===== src/rtl/ew_event_logger.sv =====
// ew_event_logger: timestamps fsm_state transitions and system_fault rising edges into a
// first-word fall-through FIFO drained over valid/ready. EW_LOG_DWELL_EN adds a dwell counter.
module ew_event_logger #(
  parameter int unsigned DEPTH  = 16,
  parameter int unsigned TS_W   = 32,
  parameter int unsigned DROP_W = 16
) (
  input  logic                   clk,
  input  logic                   reset,
  input  logic                   log_en,
  input  logic [2:0]             fsm_state,
  input  logic [1:0]             comm_channel,
  input  logic                   system_fault,
  output logic                   evt_valid,
  input  logic                   evt_ready,
  output logic [TS_W+25:0]       evt_data,
  output logic [$clog2(DEPTH):0] evt_count,
  output logic [DROP_W-1:0]      drop_count,
  output logic                   overflow,
  input  logic                   stat_clr
);

  localparam int unsigned AW = $clog2(DEPTH);
  localparam int unsigned RW = TS_W + 26;
  localparam logic [AW:0] FULL_CNT = (AW+1)'(DEPTH);

  logic [TS_W-1:0]   r_ts;
  logic [2:0]        r_last_state;
  logic              r_last_fault;
  logic [RW-1:0]     r_mem [DEPTH];
  logic [AW-1:0]     r_wptr;
  logic [AW-1:0]     r_rptr;
  logic [AW:0]       r_count;
  logic [DROP_W-1:0] r_drop;
  logic              r_ovf;

  logic              w_state_chg;
  logic              w_fault_edge;
  logic              w_capture;
  logic              w_full;
  logic              w_pop;
  logic              w_push;
  logic              w_drop;
  logic [15:0]       w_dwell;
  logic [RW-1:0]     w_rec;

  always_comb begin
    w_state_chg  = (fsm_state != r_last_state);
    w_fault_edge = system_fault & ~r_last_fault;
    w_capture    = (w_state_chg | w_fault_edge) & log_en;
    w_full       = (r_count == FULL_CNT);
    w_pop        = (r_count != '0) & evt_ready;
    // A pop frees the slot in the same cycle, so a full FIFO can still accept.
    w_push       = w_capture & (~w_full | w_pop);
    w_drop       = w_capture & w_full & ~w_pop;
    w_rec        = {r_ts, w_dwell, r_last_state, fsm_state, comm_channel,
                    system_fault, w_fault_edge};
  end

`ifdef EW_LOG_DWELL_EN
  logic [15:0] r_dwell;

  always_ff @(posedge clk or posedge reset) begin
    if (reset) begin
      r_dwell <= '0;
    end else if (w_state_chg) begin
      r_dwell <= '0;
    end else if (r_dwell != '1) begin
      r_dwell <= r_dwell + 16'd1;
    end
  end

  // r_dwell lags by the current clock; the field reports clocks including this one.
  always_comb begin
    w_dwell = (r_dwell == '1) ? '1 : r_dwell + 16'd1;
  end
`else
  always_comb begin
    w_dwell = '0;
  end
`endif

  always_ff @(posedge clk or posedge reset) begin
    if (reset) begin
      r_ts         <= '0;
      r_last_state <= '0;
      r_last_fault <= 1'b0;
    end else begin
      r_ts         <= r_ts + TS_W'(1);
      r_last_state <= fsm_state;
      r_last_fault <= system_fault;
    end
  end

  always_ff @(posedge clk) begin
    if (w_push) begin
      r_mem[r_wptr] <= w_rec;
    end
  end

  always_ff @(posedge clk or posedge reset) begin
    if (reset) begin
      r_wptr  <= '0;
      r_rptr  <= '0;
      r_count <= '0;
    end else begin
      if (w_push) r_wptr <= r_wptr + AW'(1);
      if (w_pop)  r_rptr <= r_rptr + AW'(1);
      case ({w_push, w_pop})
        2'b10:   r_count <= r_count + (AW+1)'(1);
        2'b01:   r_count <= r_count - (AW+1)'(1);
        default: r_count <= r_count;
      endcase
    end
  end

  // A drop coinciding with stat_clr restarts the count at one rather than clearing.
  always_ff @(posedge clk or posedge reset) begin
    if (reset) begin
      r_drop <= '0;
      r_ovf  <= 1'b0;
    end else if (w_drop) begin
      r_ovf <= 1'b1;
      if (stat_clr)            r_drop <= DROP_W'(1);
      else if (r_drop != '1)   r_drop <= r_drop + DROP_W'(1);
    end else if (stat_clr) begin
      r_drop <= '0;
      r_ovf  <= 1'b0;
    end
  end

  always_comb begin
    evt_valid  = (r_count != '0);
    evt_data   = evt_valid ? r_mem[r_rptr] : '0;
    evt_count  = r_count;
    drop_count = r_drop;
    overflow   = r_ovf;
  end

endmodule


===== config.mk =====
export PLATFORM = sky130hd
export DESIGN_NAME = ew_event_logger
export DESIGN_NICKNAME = d
export VERILOG_FILES = /design/src/rtl/ew_event_logger.sv
export SDC_FILE = /design/constraint.sdc
export NUM_CORES = 1
export LEC_CHECK = 0
export ABC_AREA = 1
export CORE_UTILIZATION = 40
export CTS_CLUSTER_DIAMETER = 80
export CTS_CLUSTER_SIZE = 20
export DETAILED_ROUTE_END_ITERATION = 8
export GPL_ROUTABILITY_DRIVEN = 0
export MAX_ROUTING_LAYER = met4
export PLACE_DENSITY = 0.63
export SYNTH_ARGS = -nofsm -noshare
export SYNTH_HDL_FRONTEND = slang
export SYNTH_SLANG_ARGS = --single-unit

===== constraint.sdc =====
create_clock -name clk -period 4.1 [get_ports clk]
set_input_delay 1.23 -clock clk [delete_from_list [all_inputs] [get_ports clk]]
set_output_delay 1.23 -clock clk [all_outputs]
set_load 0.02 [all_outputs]

==> flow_summary.json <==
{
  "max_stage_delay_ps": 590,
  "num_vias": 19500,
  "grt-ovfl-total": 0,
  "finalMaxSlewViolations": 0,
  "placed_area_um2": 32600,
  "timing.final.ws_setup_ps": 107,
  "path_buf_inv": 2,
  "clk_latency_ps": 610,
  "cts_max_path_buffers": 3,
  "power_w": 0.0220,
  "period_share_pct": 97.4,
  "status": "finished clean",
  "rr_startpoint": "r_last_state[0]$_DFF_PP0_",
  "hp-class": "reg -> reg",
  "slew-limit-headroom_pct": 41.1,
  "hold_viol": 0,
  "numCtsBuffers": 42,
  "grt_max_degree": 138,
  "ioPinCount": 92,
  "hpwl_um": 42400,
  "fillCellCount": 6594,
  "syn_inst": 2460,
  "die_y_um": 277,
  "yosys_warnings": 0,
  "clkTransAtPathRegs_ps": 90,
  "max_cap_viol_count": 0,
  "die-area_um2": 76500,
  "cp.required_ps": 2870,
  "nets": 2540,
  "final_util_pct": 45.7,
  "slowest_stage": "dfrtp_4",
  "netlist_area_um2": 30200,
  "p_leak_nw": 12.2,
  "ant_nets": 0,
  "avgSynthCellArea_um2": 12.3,
  "cts.sinks": 738,
  "routedWlPerCell_um": 22.4,
  "final_common_cell": "edfxtp_1",
  "startpoint": "r_rptr[0]$_DFFE_PP0N_",
  "hp-start": "overflow$_DFFE_PP0P_",
  "vias_per_cell": 5.55,
  "arrival_ps": 2760,
  "start_util_pct": 40.5,
  "drive_above_1_share_pct": 6.90,
  "crit_type": "reg -> out",
  "die_x_um": 277,
  "seq_area_frac_synth_pct": 72.4,
  "cts_tree": "yes",
  "final_area_um2": 34100,
  "crit_fanout": 65,
  "finalSetupViolCount": 0,
  "drc": 0,
  "coreArea_um2": 74600,
  "worstMarginPinSlew_ps": 883,
  "gr-usage-all-layers_pct": 20.6,
  "synthToLayoutAreaGrowth_pct": 12.9,
  "num_antenna_cells": 0,
  "first_global_vias": 18900,
  "cts_max_level": 2,
  "critical_path.top_delay_family": "compound AO/OA/AOI/OAI gates",
  "first_iter_violations": 2179,
  "first_pass_iters": 5,
  "crit_path_end_kind": "primary output",
  "fmax_mhz": 250,
  "yosys_register_bits": 738,
  "skew_ps": 26.9,
  "final_cell_mix": "edfxtp_1 (672), nand2_1 (401), nor2_1 (338)",
  "antenna_found_initial": 0,
  "fin_crit_ps": 3990,
  "power.density_nw_per_um2": 644,
  "placementRows": 100,
  "holdWs_ps": 550,
  "cts_hold_buf": 0,
  "ys_types": 38,
  "place_ws_ps": -26.2,
  "clockRootBuffer": "clkbuf_16",
  "crit_chain": "buf_12 > o21ai_0 > o221ai_1 > nand3_1 > a21oi_1 > dlygate4sd2_1",
  "ir_drop_uv": 451,
  "startpoint_type": "flip-flop",
  "routed_wl_um": 78800,
  "grt_pass1_wl_um": 117000,
  "io_buffers": 75,
  "rsz0062_at_grt": "true"
}
[cell families after synthesis]
| family | after synthesis | share of synthesized area [%] |
|---|---|---|
| AO/OA/AOI/OAI | 484 | 9.27 |
| flip-flops | 738 | 72.4 |
| other | 1 | 0.0124 |
| XOR/XNOR | 44 | 1.28 |
| buffers and inverters | 219 | 3.56 |
| AND/OR/NAND/NOR | 963 | 13.0 |
| adder cells (fa/ha/maj) | 11 | 0.481 |
[routing by layer]
layer | track usage [%] | vias up | share of wire [%]
met5 | - | - | 0
met4 | 4.57 | 0 | 1.9
met1 | 27.6 | 9756 | 43
met2 | 33.5 | 772 | 49
met3 | 2.68 | 101 | 6.7
li1 | - | 8911 | -
[registers in the layout, indices dropped and copies added (netlist names)]
register and flops:
r_rptr 4, r_mem 672, overflow 1, r_last_state 3
r_last_fault 1, r_wptr 4, drop_count 16, r_ts 32
evt_count 5
[final timing paths]
check                                    endpoint  slack, ps  depth (start not counted)
min reg2reg                  overflow$_DFFE_PP0P_        550                          2
max                                  evt_data[44]        110                          6
max reg2reg                r_mem[9][24]$_DFFE_PP_       1080                          9
min                          overflow$_DFFE_PP0P_        550                          2
min in group asynchronous      r_ts[15]$_DFF_PP0_       1060                          2
max in group asynchronous      r_ts[22]$_DFF_PP0_       2340                          3
[report_power, final]
group	switching [W]	leakage, nW	internal (W)
Sequential	0.000227	7.43	0.00866
Clock	0.00237	0.587	0.00202
Combinational	0.00581	4.15	0.00288
Total	0.00840	12.2	0.0136
[tightest hold or removal path, stage by stage (launching register included)]
cell     delay, ps
dfrtp_1        370
nand2_1         70
o21ai_0         80
[area by class of cell]
type	count	area [um2]	share of cell area, %
clock buffers	75	1210	3.54
clock inverters	2	32.5	0.0955
inverters	57	251	0.738
multi-input cells	1518	7450	21.9
flip-flops and latches	738	21800	64.1
well taps	969	1210	3.56
repair buffers	161	2070	6.07
[cell usage after synthesis (all sizes together)]
| cell type | count | share of area (%) |
|---|---|---|
| a21oi | 133 | 2.2 |
| and2 | 1 | 0.021 |
| buf | 96 | 2.0 |
| clkbuf | 66 | 0.83 |
| clkinv | 2 | 0.025 |
| conb | 1 | 0.012 |
| dfrtp | 66 | 5.5 |
| edfxtp | 672 | 67 |
| fa | 1 | 0.066 |
| ha | 10 | 0.41 |
| inv | 55 | 0.68 |
| nand2 | 403 | 5.0 |
| nand3 | 168 | 2.8 |
| nand4 | 16 | 0.35 |
| nor2 | 357 | 4.5 |
| nor3 | 15 | 0.27 |
| o211ai | 42 | 1.0 |
| o21ai | 224 | 3.7 |
| o21bai | 1 | 0.025 |
| o221ai | 42 | 1.2 |
| o31ai | 42 | 1.0 |
| or2 | 2 | 0.041 |
| or3 | 1 | 0.021 |
| xnor2 | 16 | 0.46 |
| xor2 | 28 | 0.81 |
[repair_timing]
action / in CTS / in global routing
pin swaps: 0 / 1
resized for setup: 49 / 14
setup buffers: 0 / 2
gates cloned: 2 / 4
endpoints found under the setup margin: 40 / 32
hold endpoints to repair: 0 / 0
[through the flow]
step | std cells | TNS [ps]
6_report | 3520 | 0
5_1_grt | 3520 | -25.3
4_1_cts | 3514 | -740
3_5_place_dp | 3435 | -747
3_3_place_gp | 3435 | -120
2_1_floorplan | 2475 | -131550
(Power assumes the default switching activity.)
